File: config.mk
export PLATFORM = sky130hd
export DESIGN_NAME = bp_update
export DESIGN_NICKNAME = d
export VERILOG_FILES = /design/src/rtl/bp_update_pkg.sv /design/src/rtl/bp_update_fifo.sv /design/src/rtl/bp_update.sv
export SDC_FILE = /design/constraint.sdc
export NUM_CORES = 1
export LEC_CHECK = 0
export ABC_AREA = 1
export ABC_CLOCK_PERIOD_IN_PS = 6100
export BUFFER_PORTS_ARGS = -buffer_cell sky130_fd_sc_hd__buf_2
export CAP_MARGIN = 20
export CORE_ASPECT_RATIO = 2
export CORE_MARGIN = 10
export CORE_UTILIZATION = 50
export CTS_BUF_LIST = sky130_fd_sc_hd__clkbuf_4 sky130_fd_sc_hd__clkbuf_8
export DETAILED_ROUTE_END_ITERATION = 8
export PLACE_DENSITY = 0.73
export SYNTH_ARGS = -nofsm -noshare
export SYNTH_HDL_FRONTEND = slang
export SYNTH_HIERARCHICAL = 1
export SYNTH_SLANG_ARGS = --single-unit
File: constraint.sdc
create_clock -name clk -period 6.1 [get_ports clk]
set_input_delay 0.61 -clock clk [delete_from_list [all_inputs] [get_ports clk]]
set_output_delay 0.61 -clock clk [all_outputs]
set_load 0.005 [all_outputs]
File: src/rtl/bp_update_pkg.sv
// Branch predictor update package.
// Holds the table write bus layout (PHT + BTB halves, 79 bits total), the
// field offsets inside that bus, the PC bits used as PHT index and the
// 2-bit saturating counter encodings plus the counter step helper.
package bp_update_pkg;

  // PC bits that form the PHT index
  localparam int PHT_IDX_BITS = 10;
  localparam int PC_IDX_LSB   = 3;
  localparam int PC_IDX_MSB   = 12;

  // Write bus widths
  localparam int PHT_WBUS_W = 13;
  localparam int BTB_WBUS_W = 66;
  localparam int WBUS_W     = 79;

  // Field offsets within the 79-bit write bus
  localparam int OFF_PHT_WE     = 78;
  localparam int OFF_PHT_IDX    = 68;
  localparam int OFF_PHT_STATE  = 66;
  localparam int OFF_BTB_WE     = 65;
  localparam int OFF_BTB_VALID  = 64;
  localparam int OFF_BTB_PC     = 32;
  localparam int OFF_BTB_TARGET = 0;

  typedef enum logic [1:0] {
    SNT = 2'd0,
    WNT = 2'd1,
    WT  = 2'd2,
    ST  = 2'd3
  } pht_state_e;

  // PHT half of the bus; this is the slice searched for bypass
  typedef struct packed {
    logic                    pht_we;
    logic [PHT_IDX_BITS-1:0] pht_idx;
    logic [1:0]              pht_state;
  } pht_wbus_t;

  // Full write bus, MSB first: {pht_we, pht_idx, pht_state, btb_we,
  // btb_valid, btb_pc, btb_target}
  typedef struct packed {
    logic                    pht_we;
    logic [PHT_IDX_BITS-1:0] pht_idx;
    logic [1:0]              pht_state;
    logic                    btb_we;
    logic                    btb_valid;
    logic [31:0]             btb_pc;
    logic [31:0]             btb_target;
  } bp_wbus_t;

  // One step of a 2-bit saturating counter toward the resolved direction
  function automatic logic [1:0] pht_next(input logic [1:0] s, input logic taken);
    if (taken) return (s == ST) ? s : s + 2'd1;
    return (s == SNT) ? s : s - 2'd1;
  endfunction

endpackage

File: src/rtl/bp_update_fifo.sv
// Update queue for the branch predictor write side.
// DEPTH-entry synchronous FIFO (DEPTH a power of two, pointers wrap
// naturally). Besides head data and full/empty it exposes the upper TAG_W
// bits of every slot, plus read pointer and occupancy, so the owner can
// search in-flight entries oldest-to-youngest.
// Ports: clk, reset (sync, active high), push/wdata, pop/rdata,
//        full, empty, tags[DEPTH], rd_ptr, count.
module bp_update_fifo #(
  parameter int DEPTH = 2,
  parameter int W     = 79,
  parameter int TAG_W = 13
) (
  input  logic                            clk,
  input  logic                            reset,
  input  logic                            push,
  input  logic [W-1:0]                    wdata,
  input  logic                            pop,
  output logic [W-1:0]                    rdata,
  output logic                            full,
  output logic                            empty,
  output logic [DEPTH-1:0][TAG_W-1:0]     tags,
  output logic [$clog2(DEPTH)-1:0]        rd_ptr,
  output logic [$clog2(DEPTH):0]          count
);

  localparam int PW = $clog2(DEPTH);
  localparam int CW = PW + 1;

  logic [DEPTH-1:0][W-1:0] mem;
  logic [PW-1:0]           wr_ptr;
  logic                    do_push, do_pop;

  assign full    = (count == CW'(DEPTH));
  assign empty   = (count == '0);
  assign do_push = push && !full;
  assign do_pop  = pop && !empty;
  assign rdata   = mem[rd_ptr];

  always_comb begin
    tags = '0;
    for (int i = 0; i < DEPTH; i++) tags[i] = mem[i][W-1 -: TAG_W];
  end

  always_ff @(posedge clk) begin
    if (reset) begin
      wr_ptr <= '0;
      rd_ptr <= '0;
      count  <= '0;
    end else begin
      if (do_push) wr_ptr <= wr_ptr + PW'(1);
      if (do_pop)  rd_ptr <= rd_ptr + PW'(1);
      count <= count + CW'(do_push) - CW'(do_pop);
    end
  end

  // Storage needs no reset: occupancy gates every read that matters
  always_ff @(posedge clk) begin
    if (do_push) mem[wr_ptr] <= wdata;
  end

endmodule

File: src/rtl/bp_update.sv
// Branch predictor write side.
// Takes resolved branches from execute plus the prediction metadata read at
// fetch, flags mispredictions (registered redirect/mispredict pulse one
// cycle after acceptance) and produces PHT/BTB writes through a QDEPTH-entry
// queue. PHT counters are bypassed from in-flight queue entries and from the
// most recently written PHT entry so back-to-back updates never see stale
// state.
// Ports: clk, reset (sync, active high); ex_* resolved instruction and
//        metadata with ex_valid_i/ex_ready_o handshake; wr_block_i stalls
//        the table write port; bp_wbus_o 79-bit table write bus;
//        redirect_o/redirect_pc_o/mispredict_o to IF.
// Optional: define BP_UPDATE_PERF_EN to add br_cnt_o and mispred_cnt_o
//           (saturating counts of accepted branches and mispredicts).
module bp_update
  import bp_update_pkg::*;
#(
  parameter int QDEPTH    = 2,
  parameter int PHT_IDX_W = PHT_IDX_BITS
) (
  input  logic        clk,
  input  logic        reset,
  input  logic        ex_valid_i,
  output logic        ex_ready_o,
  input  logic [31:0] ex_pc_i,
  input  logic        ex_is_br_i,
  input  logic        ex_taken_i,
  input  logic [31:0] ex_target_i,
  input  logic        ex_bp_valid_i,
  input  logic [1:0]  ex_pht_state_i,
  input  logic        ex_btb_hit_i,
  input  logic [31:0] ex_pred_target_i,
  input  logic        wr_block_i,
  output logic [78:0] bp_wbus_o,
  output logic        redirect_o,
  output logic [31:0] redirect_pc_o,
  output logic        mispredict_o
`ifdef BP_UPDATE_PERF_EN
  ,
  output logic [31:0] br_cnt_o,
  output logic [31:0] mispred_cnt_o
`endif
);

  localparam int PW = $clog2(QDEPTH);
  localparam int CW = PW + 1;

  logic                        accept, pred_taken, tgt_mismatch, mispredict;
  logic [PHT_IDX_W-1:0]        idx;
  logic [1:0]                  fetch_state, byp_state;
  bp_wbus_t                    upd, head;
  pht_wbus_t                   cand;
  logic [PW-1:0]               slot;
  logic                        push, pop, q_full, q_empty;
  logic [WBUS_W-1:0]           q_rdata;
  logic [QDEPTH-1:0][PHT_WBUS_W-1:0] q_tags;
  logic [PW-1:0]               q_rd_ptr;
  logic [CW-1:0]               q_count;

  // Most recent PHT write that left the queue
  logic                        lw_valid;
  logic [PHT_IDX_W-1:0]        lw_idx;
  logic [1:0]                  lw_state;

  assign idx        = ex_pc_i[PC_IDX_LSB +: PHT_IDX_W];
  assign ex_ready_o = !q_full;
  assign accept     = ex_valid_i && !q_full;

  // Misprediction decision
  always_comb begin
    pred_taken   = ex_bp_valid_i && ex_pht_state_i[1] && ex_btb_hit_i;
    tgt_mismatch = (ex_target_i != ex_pred_target_i);
    if (ex_is_br_i)
      mispredict = (ex_taken_i != pred_taken) ||
                   (ex_taken_i && pred_taken && tgt_mismatch);
    else
      mispredict = pred_taken;
  end

  // Counter bypass. Priority rises through the code: fetch state, then the
  // last-written register, then queue entries walked oldest to youngest so
  // the youngest match is the one left standing.
  always_comb begin
    fetch_state = ex_bp_valid_i ? ex_pht_state_i : WNT;
    byp_state   = fetch_state;
    if (lw_valid && lw_idx == idx) byp_state = lw_state;
    slot = q_rd_ptr;
    cand = '0;
    for (int k = 0; k < QDEPTH; k++) begin
      slot = q_rd_ptr + PW'(k);
      cand = pht_wbus_t'(q_tags[slot]);
      if (CW'(k) < q_count && cand.pht_we && cand.pht_idx == idx)
        byp_state = cand.pht_state;
    end
  end

  // Build the table update for the offered instruction
  always_comb begin
    upd = '0;
    if (ex_is_br_i) begin
      upd.pht_we    = 1'b1;
      upd.pht_idx   = idx;
      upd.pht_state = pht_next(byp_state, ex_taken_i);
      if (ex_taken_i && (!ex_btb_hit_i || tgt_mismatch)) begin
        upd.btb_we     = 1'b1;
        upd.btb_valid  = 1'b1;
        upd.btb_pc     = ex_pc_i;
        upd.btb_target = ex_target_i;
      end
    end else if (pred_taken) begin
      // Non-branch hit in the BTB: knock the stale entry out
      upd.btb_we = 1'b1;
      upd.btb_pc = ex_pc_i;
    end
  end

  assign push = accept && (upd.pht_we || upd.btb_we);
  // Hold off the write port during reset so queued updates never escape
  assign pop  = !q_empty && !wr_block_i && !reset;
  assign head = bp_wbus_t'(q_rdata);
  assign bp_wbus_o = pop ? q_rdata : '0;

  bp_update_fifo #(
    .DEPTH (QDEPTH),
    .W     (WBUS_W),
    .TAG_W (PHT_WBUS_W)
  ) u_fifo (
    .clk    (clk),
    .reset  (reset),
    .push   (push),
    .wdata  (upd),
    .pop    (pop),
    .rdata  (q_rdata),
    .full   (q_full),
    .empty  (q_empty),
    .tags   (q_tags),
    .rd_ptr (q_rd_ptr),
    .count  (q_count)
  );

  always_ff @(posedge clk) begin
    if (reset) begin
      redirect_o    <= 1'b0;
      redirect_pc_o <= '0;
      mispredict_o  <= 1'b0;
      lw_valid      <= 1'b0;
      lw_idx        <= '0;
      lw_state      <= SNT;
    end else begin
      redirect_o   <= accept && mispredict;
      mispredict_o <= accept && mispredict;
      if (accept && mispredict)
        redirect_pc_o <= (ex_is_br_i && ex_taken_i) ? ex_target_i : ex_pc_i + 32'd4;
      if (pop && head.pht_we) begin
        lw_valid <= 1'b1;
        lw_idx   <= head.pht_idx;
        lw_state <= head.pht_state;
      end
    end
  end

`ifdef BP_UPDATE_PERF_EN
  always_ff @(posedge clk) begin
    if (reset) begin
      br_cnt_o      <= '0;
      mispred_cnt_o <= '0;
    end else begin
      if (accept && ex_is_br_i && br_cnt_o != 32'hFFFF_FFFF)
        br_cnt_o <= br_cnt_o + 32'd1;
      if (mispredict_o && mispred_cnt_o != 32'hFFFF_FFFF)
        mispred_cnt_o <= mispred_cnt_o + 32'd1;
    end
  end
`endif

endmodule

### Word level (Yosys, flattened, before mapping)

Index checks and enable logic that the tools add are counted.

| storage, ports and cells | value |
|---|---|
| bits in read-only memories | 0 |
| output and inout port bits | 114 |
| bits in registers | 208 |
| input port bits | 106 |
| memory bits (writable) | 0 |
| latch bits | 0 |
| memories | 0 |

| operators by class | value |
|---|---|
| reduce and logical (&&, ||, !) cells | 30 |
| div/mod/pow operators | 0 |
| add/subtract/negate cells | 7 |
| bitwise logic cells | 0 |
| equality and inequality tests | 7 |
| $mul | 0 |
| shift-type cells | 0 |
| multiplexer cells | 30 |
| order comparisons | 6 |

Operator list:

| operator | number |
|---|---|
| 79-bit 2-to-1 mux | 4 |
| 158-bit bitwise mux | 1 |
| 32-bit 2-to-1 mux | 4 |
| 79-bit demux with 1-bit select | 1 |
| 66-bit 2-to-1 mux | 1 |
| 13-bit 2-to-1 mux | 5 |
| 32-bit by 3-bit adder with 32-bit output, second input constant | 1 |
| 32-bit inequality test | 1 |
| 10-bit == test | 3 |
| 1-bit logical AND | 20 |
| 2-bit 2-to-1 mux | 8 |
| 1-bit by 2-bit less-than comparator with 1-bit output, second input constant | 3 |
| 1-bit 2-to-1 mux | 6 |
| 1-bit logical NOT | 5 |
| 2-bit == test, second input constant | 2 |
| 2-bit logical NOT | 2 |
| 1-bit by 2-bit less-than comparator with 1-bit output, first input constant | 2 |
| 1-bit logical OR | 3 |
| 1-bit adder, second input constant | 2 |
| 2-bit by 1-bit adder with 2-bit output | 1 |
| 2-bit by 1-bit adder with 2-bit output, second input constant | 1 |
| 2-bit by 1-bit subtractor with 2-bit output | 1 |
| 2-bit by 1-bit subtractor with 2-bit output, second input constant | 1 |
| 1-bit greater-or-equal comparator, second input constant | 1 |
| 1-bit inequality test | 1 |

### Longest topological paths before layout

| depth | value |
|---|---|
| word-level depth | 16 |
| mapped depth | 17 |
| gate-level depth less buffers | 15 |

### Modules after synthesis

The synthesis kept the hierarchy.

By module, submodules not included:

| module | area each (sq um) | cells an instance | instances |
|---|---|---|---|
| bp_update_fifo | 6521.3 | 309 | 1 |
| bp_update | 5924.4 | 1167 | 1 |

### Worst setup path before layout

OpenSTA, ideal clock, no wires.

| timing | value |
|---|---|
| path type | input to register |
| from | input port ex_bp_valid_i |
| to | register u_fifo/mem[0] in the netlist's numbering (enable) |
| setup slack | 0.837 ns |
| arrival time | 4.747 ns |
| cell stages on the path | 7 |
| library setup time | 0.517 ns |
| required time | 5.583 ns |
| path through | nand2_1 nor2_1 o211a_1 buf_2 buf_2 nand2_1 nor2_1 |

| between the ends | value |
|---|---|
| longest elaborated chain between the ends | 7 |

Ends and longest elaborated chain:

| element | line | RTL |
|---|---|---|
| start: declaration | bp_update.sv:28 | `input logic ex_bp_valid_i,` |
| 1-bit logical AND (2 in a row) | bp_update.sv:70 | `pred_taken = ex_bp_valid_i && ex_pht_state_i[1] && ex_btb_hit_i;` |
| 1-bit 2-to-1 mux | bp_update.sv:109 | `end else if (pred_taken) begin` |
| 1-bit 2-to-1 mux | bp_update.sv:99 | `if (ex_is_br_i) begin` |
| 1-bit logical OR | bp_update.sv:116 | `assign push = accept && (upd.pht_we \|\| upd.btb_we);` |
| 1-bit logical AND | bp_update.sv:116 |  |
| via push | bp_update.sv:53 | `logic push, pop, q_full, q_empty;` |
| 1-bit logical AND | bp_update_fifo.sv:35 | `assign do_push = push && !full;` |
| end signal: indexed assignment | bp_update_fifo.sv:58 | `if (do_push) mem[wr_ptr] <= wdata;` |
| end: declaration | bp_update_fifo.sv:29 | `logic [DEPTH-1:0][W-1:0] mem;` |

The timed path passes the listed nets, and every way through them passes these cells.
A chain may end at the register's enable or synchronous reset.

==> results by group <==
Outcome
  • Outcome: finished clean

Floorplanning
  • Core Region: 0.0245 mm²
  • Die area: 0.0320 mm²
  • Ports: 220
  • Die Wd: between 100 and 150 µm
  • FP Rows: 81
  • Initial Utilization: between 50 and 60%
  • Die H: ~240 µm

Setup path
  • Peak per-stage delay on the critical path: 0.80 ns
  • Critical path data arrival time: ~2.8 ns
  • Worst Setup SP: u_fifo/rd_ptr
  • Critical Path End Type: primary output
  • CP Class: flip-flop to primary output
  • Crit Reg-Reg Startpoint: u_fifo/rd_ptr
  • CP Launch Type: flip-flop
  • Critical path, cell by cell: buf_4 -> mux2_2 -> inv_1 -> nor2_1 -> buf_2
  • WP data required: 5.49 ns
  • Critical path's slowest cell: dfxtp_4
  • Cell family with most CP delay: buffers and inverters
  • Worst-path fanout max: 44
  • CP Buf/Inv Count: 3

Yosys
  • Cells after synthesis: approximately 1.5k
  • Avg Cell Area, Syn: 8.43 µm²
  • Cell taking the most area after synthesis: edfxtp_1
  • Multiplexer share of the synthesized area: 9.67%
  • Post-synth top area share: a little under two fifths
  • Synth Area in Compound Gates: under 10%
  • Post-synth EDFFs: ~160
  • Synth async-reset ratio: 0%
  • Synth warn: 6
  • Post-synthesis sequential area ratio: a little under half
  • Commonest register cell after synthesis: edfxtp_1
  • FF+latch count, synth: between 200 and 250
  • Post-Synth Simple-Gate Area: between 20% and 30%
  • Synthesized area: approximately 0.012 mm²
  • XOR/XNOR share of the synthesized area: 2.18%
  • Synth top area cells: edfxtp_1, nand2_1, mux2_4
  • Most instantiated cells after synthesis: nand2_1, nor2_1, inv_1
  • Largest family of logic cells by synthesized area: simple AND/OR/NAND/NOR gates
  • Synth Net Count: between 1.5k and 2k
  • Post-Synth Adder-Cell Area: 0.402%
  • Most frequent cell after synthesis: nand2_1
  • Post-synth cell types: roughly 40

Power and ir drop
  • Seq pwr share: 45.9%
  • Total chip power: 3.57 mW
  • VDD IR-drop max: 0.183 mV
  • Net Sw Power: ~0.94 mW
  • Pwr/cell area: ~250 mW/mm²
  • Comb pwr share: 15.4%
  • Net Sw Frac: 26.5%
  • Internal power: about 2.6 mW
  • Clk pwr share: approximately 39%
  • Static leakage: 6.81 nW

Timing
  • Worst Max-Slew Pin Slew: just over 0.9 ns
  • Relative slew slack: between 30% and 40%
  • F_max: roughly 300 MHz
  • Unrepaired setup endpoints after global routing: no
  • Clk_skew: around 0.019 ns
  • Post-route minimum period: ~3.4 ns
  • Tcrit/Tclk final: a little under three fifths
  • Setup TNS: 0 ns
  • Slew Viols, Final: 0
  • Final hold viol count: 0
  • Final setup vio count: 0

Clock network
  • Clock latency on the worst-skew pair: roughly 0.60 ns
  • Num CTS Buffers: 30
  • Setup bufs post-CTS: 0
  • CTS root buf: clkbuf_8
  • Worst-path clk slew: around 0.08 ns
  • Sink count of the clock tree: 208
  • Post-CTS Resized: 0
  • Max clock buf depth: 3
  • CTS tree: yes
  • H-tree depth: 1
  • Hold-fix buffers, CTS: 0

Finish
  • Area grow syn2layout: 14.3%
  • Share of layout cells above drive strength 1: between 20 and 25%
  • Nets: between 1.5k and 2k
  • Core Util, Final: 58.0%

Worst hold path
  • Worst Min Path Start: ex_target_i[23]
  • Worst min path class: input port to flip-flop

Global route
  • All-Layer GR Usage: around a quarter
  • Initial antenna violation count: 1
  • First-pass GRT wire length: a little under 60 mm
  • Vias in the first global route: ~11k
  • Largest net degree at the start of global routing: 67
  • Gr ovfl total: 0

Detailed routing
  • Total wire length: roughly 40 mm
  • Post-route DRC violation count: 0
  • Routed len/inst: around 19 µm
  • Vias/cell: 5.14
  • Initial DRC count: roughly 720
  • Antenna-violating nets left: 0
  • Drt first pass iters: 5
  • Vias: between 10k and 15k

Job
  • Max cap viols: 0

Place
  • GPL Wtd Cong: about 1.1
  • DPL Wire Length: about 30 mm
  • Port bufs: 219
==> state kept, by name, summed over array words and instances, names as in the netlist <==
signal,count
u_fifo/mem,132
redirect_pc_o,32
u_fifo/tags,26
lw_idx,10
lw_state,2
u_fifo/count,2
lw_valid,1
mispredict_o,1
u_fifo/rd_ptr,1
u_fifo/wr_ptr,1
==> per-layer routing <==
| metal | global-route usage, % | vias to the layer above | share of wire [%] |
|---|---|---|---|
| li1 | - | 5011 | - |
| met2 | 45.8 | 379 | 55 |
| met3 | 3.56 | 135 | 5.0 |
| met5 | 0 | - | 0 |
| met1 | 21.6 | 4787 | 32 |
| met4 | 17.0 | 0 | 7.4 |
==> cells by family after synthesis <==
group                    Yosys count
AO/OA/AOI/OAI                    113
flip-flops                       208
adder cells (fa/ha/maj)            4
XOR/XNOR                          31
buffers and inverters            312
multiplexers                      81
AND/OR/NAND/NOR                  727
==> power by group through the flow <==
stage | logic (mW) | registers, mW | clock network, mW
finish | 0.551 | 1.64 | 1.38
global route | 0.606 | 1.65 | 1.46
CTS | 0.550 | 1.64 | 1.40
detailed placement | 0.546 | 1.67 | 0
global placement | 0.535 | 1.67 | 0
floorplan | 0.359 | 1.67 | 0
==> tightest hold or removal path, delay by kind of cell <==
family / cells / cell delay [ns]
and+or+nand+nor: 4 / 0.24
buffers and inverters: 1 / 0.10
==> final cells by class <==
class / instances / area [µm²]
sequential: 208 / 5750
clock buffer: 36 / 470
clock inverter: 20 / 278
antenna: 1 / 2.50
fill: 2300 / 10300
timing repair buffer: 231 / 1260
inverter: 224 / 845
tap: 332 / 415
multi-input combinational: 956 / 5200
==> per-stage QoR <==
step / hold slack (ns) / worst slack [ns] / instance area [µm²] / std cells
after CTS: 0.359 / 2.63 / 14200 / 2005
final: 0.395 / 2.69 / 14200 / 2008
after detailed placement: 0.459 / 2.67 / 13400 / 1949
after global placement: 0.452 / 2.70 / 13400 / 1948
after global routing: 0.394 / 2.52 / 14200 / 2008
after floorplan: 0.444 / 0.837 / 12400 / 1476
==> final timing paths <==
check / end / slack, ns / depth (start not counted)
worst max-delay path: bp_wbus_o[58] / 2.69 / 5
worst min-delay path: redirect_pc_o[23] / 0.40 / 5
worst max register to register: u_fifo/tags[14] / 3.05 / 14
worst min register to register: lw_idx[5] / 0.47 / 2
==> layout by cell type (no fill, tap or decap), types with 5 or more instances in the layout <==
cell type,Yosys,routed
mux2_4,78,78
nor3_1,17,17
nand2_1,324,324
nand3_1,78,78
bufinv_16,0,7
nand4_1,9,9
clkinv_1,2,7
or2_1,11,11
buf_4,28,8
buf_2,22,219
edfxtp_1,158,158
inv_1,215,213
dfxtp_1,50,49
a21boi_0,5,5
xor2_1,9,9
clkinv_2,0,6
o21ai_0,37,37
nand2_2,9,9
nor2_1,249,248
clkbuf_8,0,32
or2_2,5,5
inv_2,6,7
o21ai_1,9,8
nand3b_1,10,10
a21oi_1,56,56
xnor2_1,22,22
Note: power is estimated with default switching activity, not from simulation.
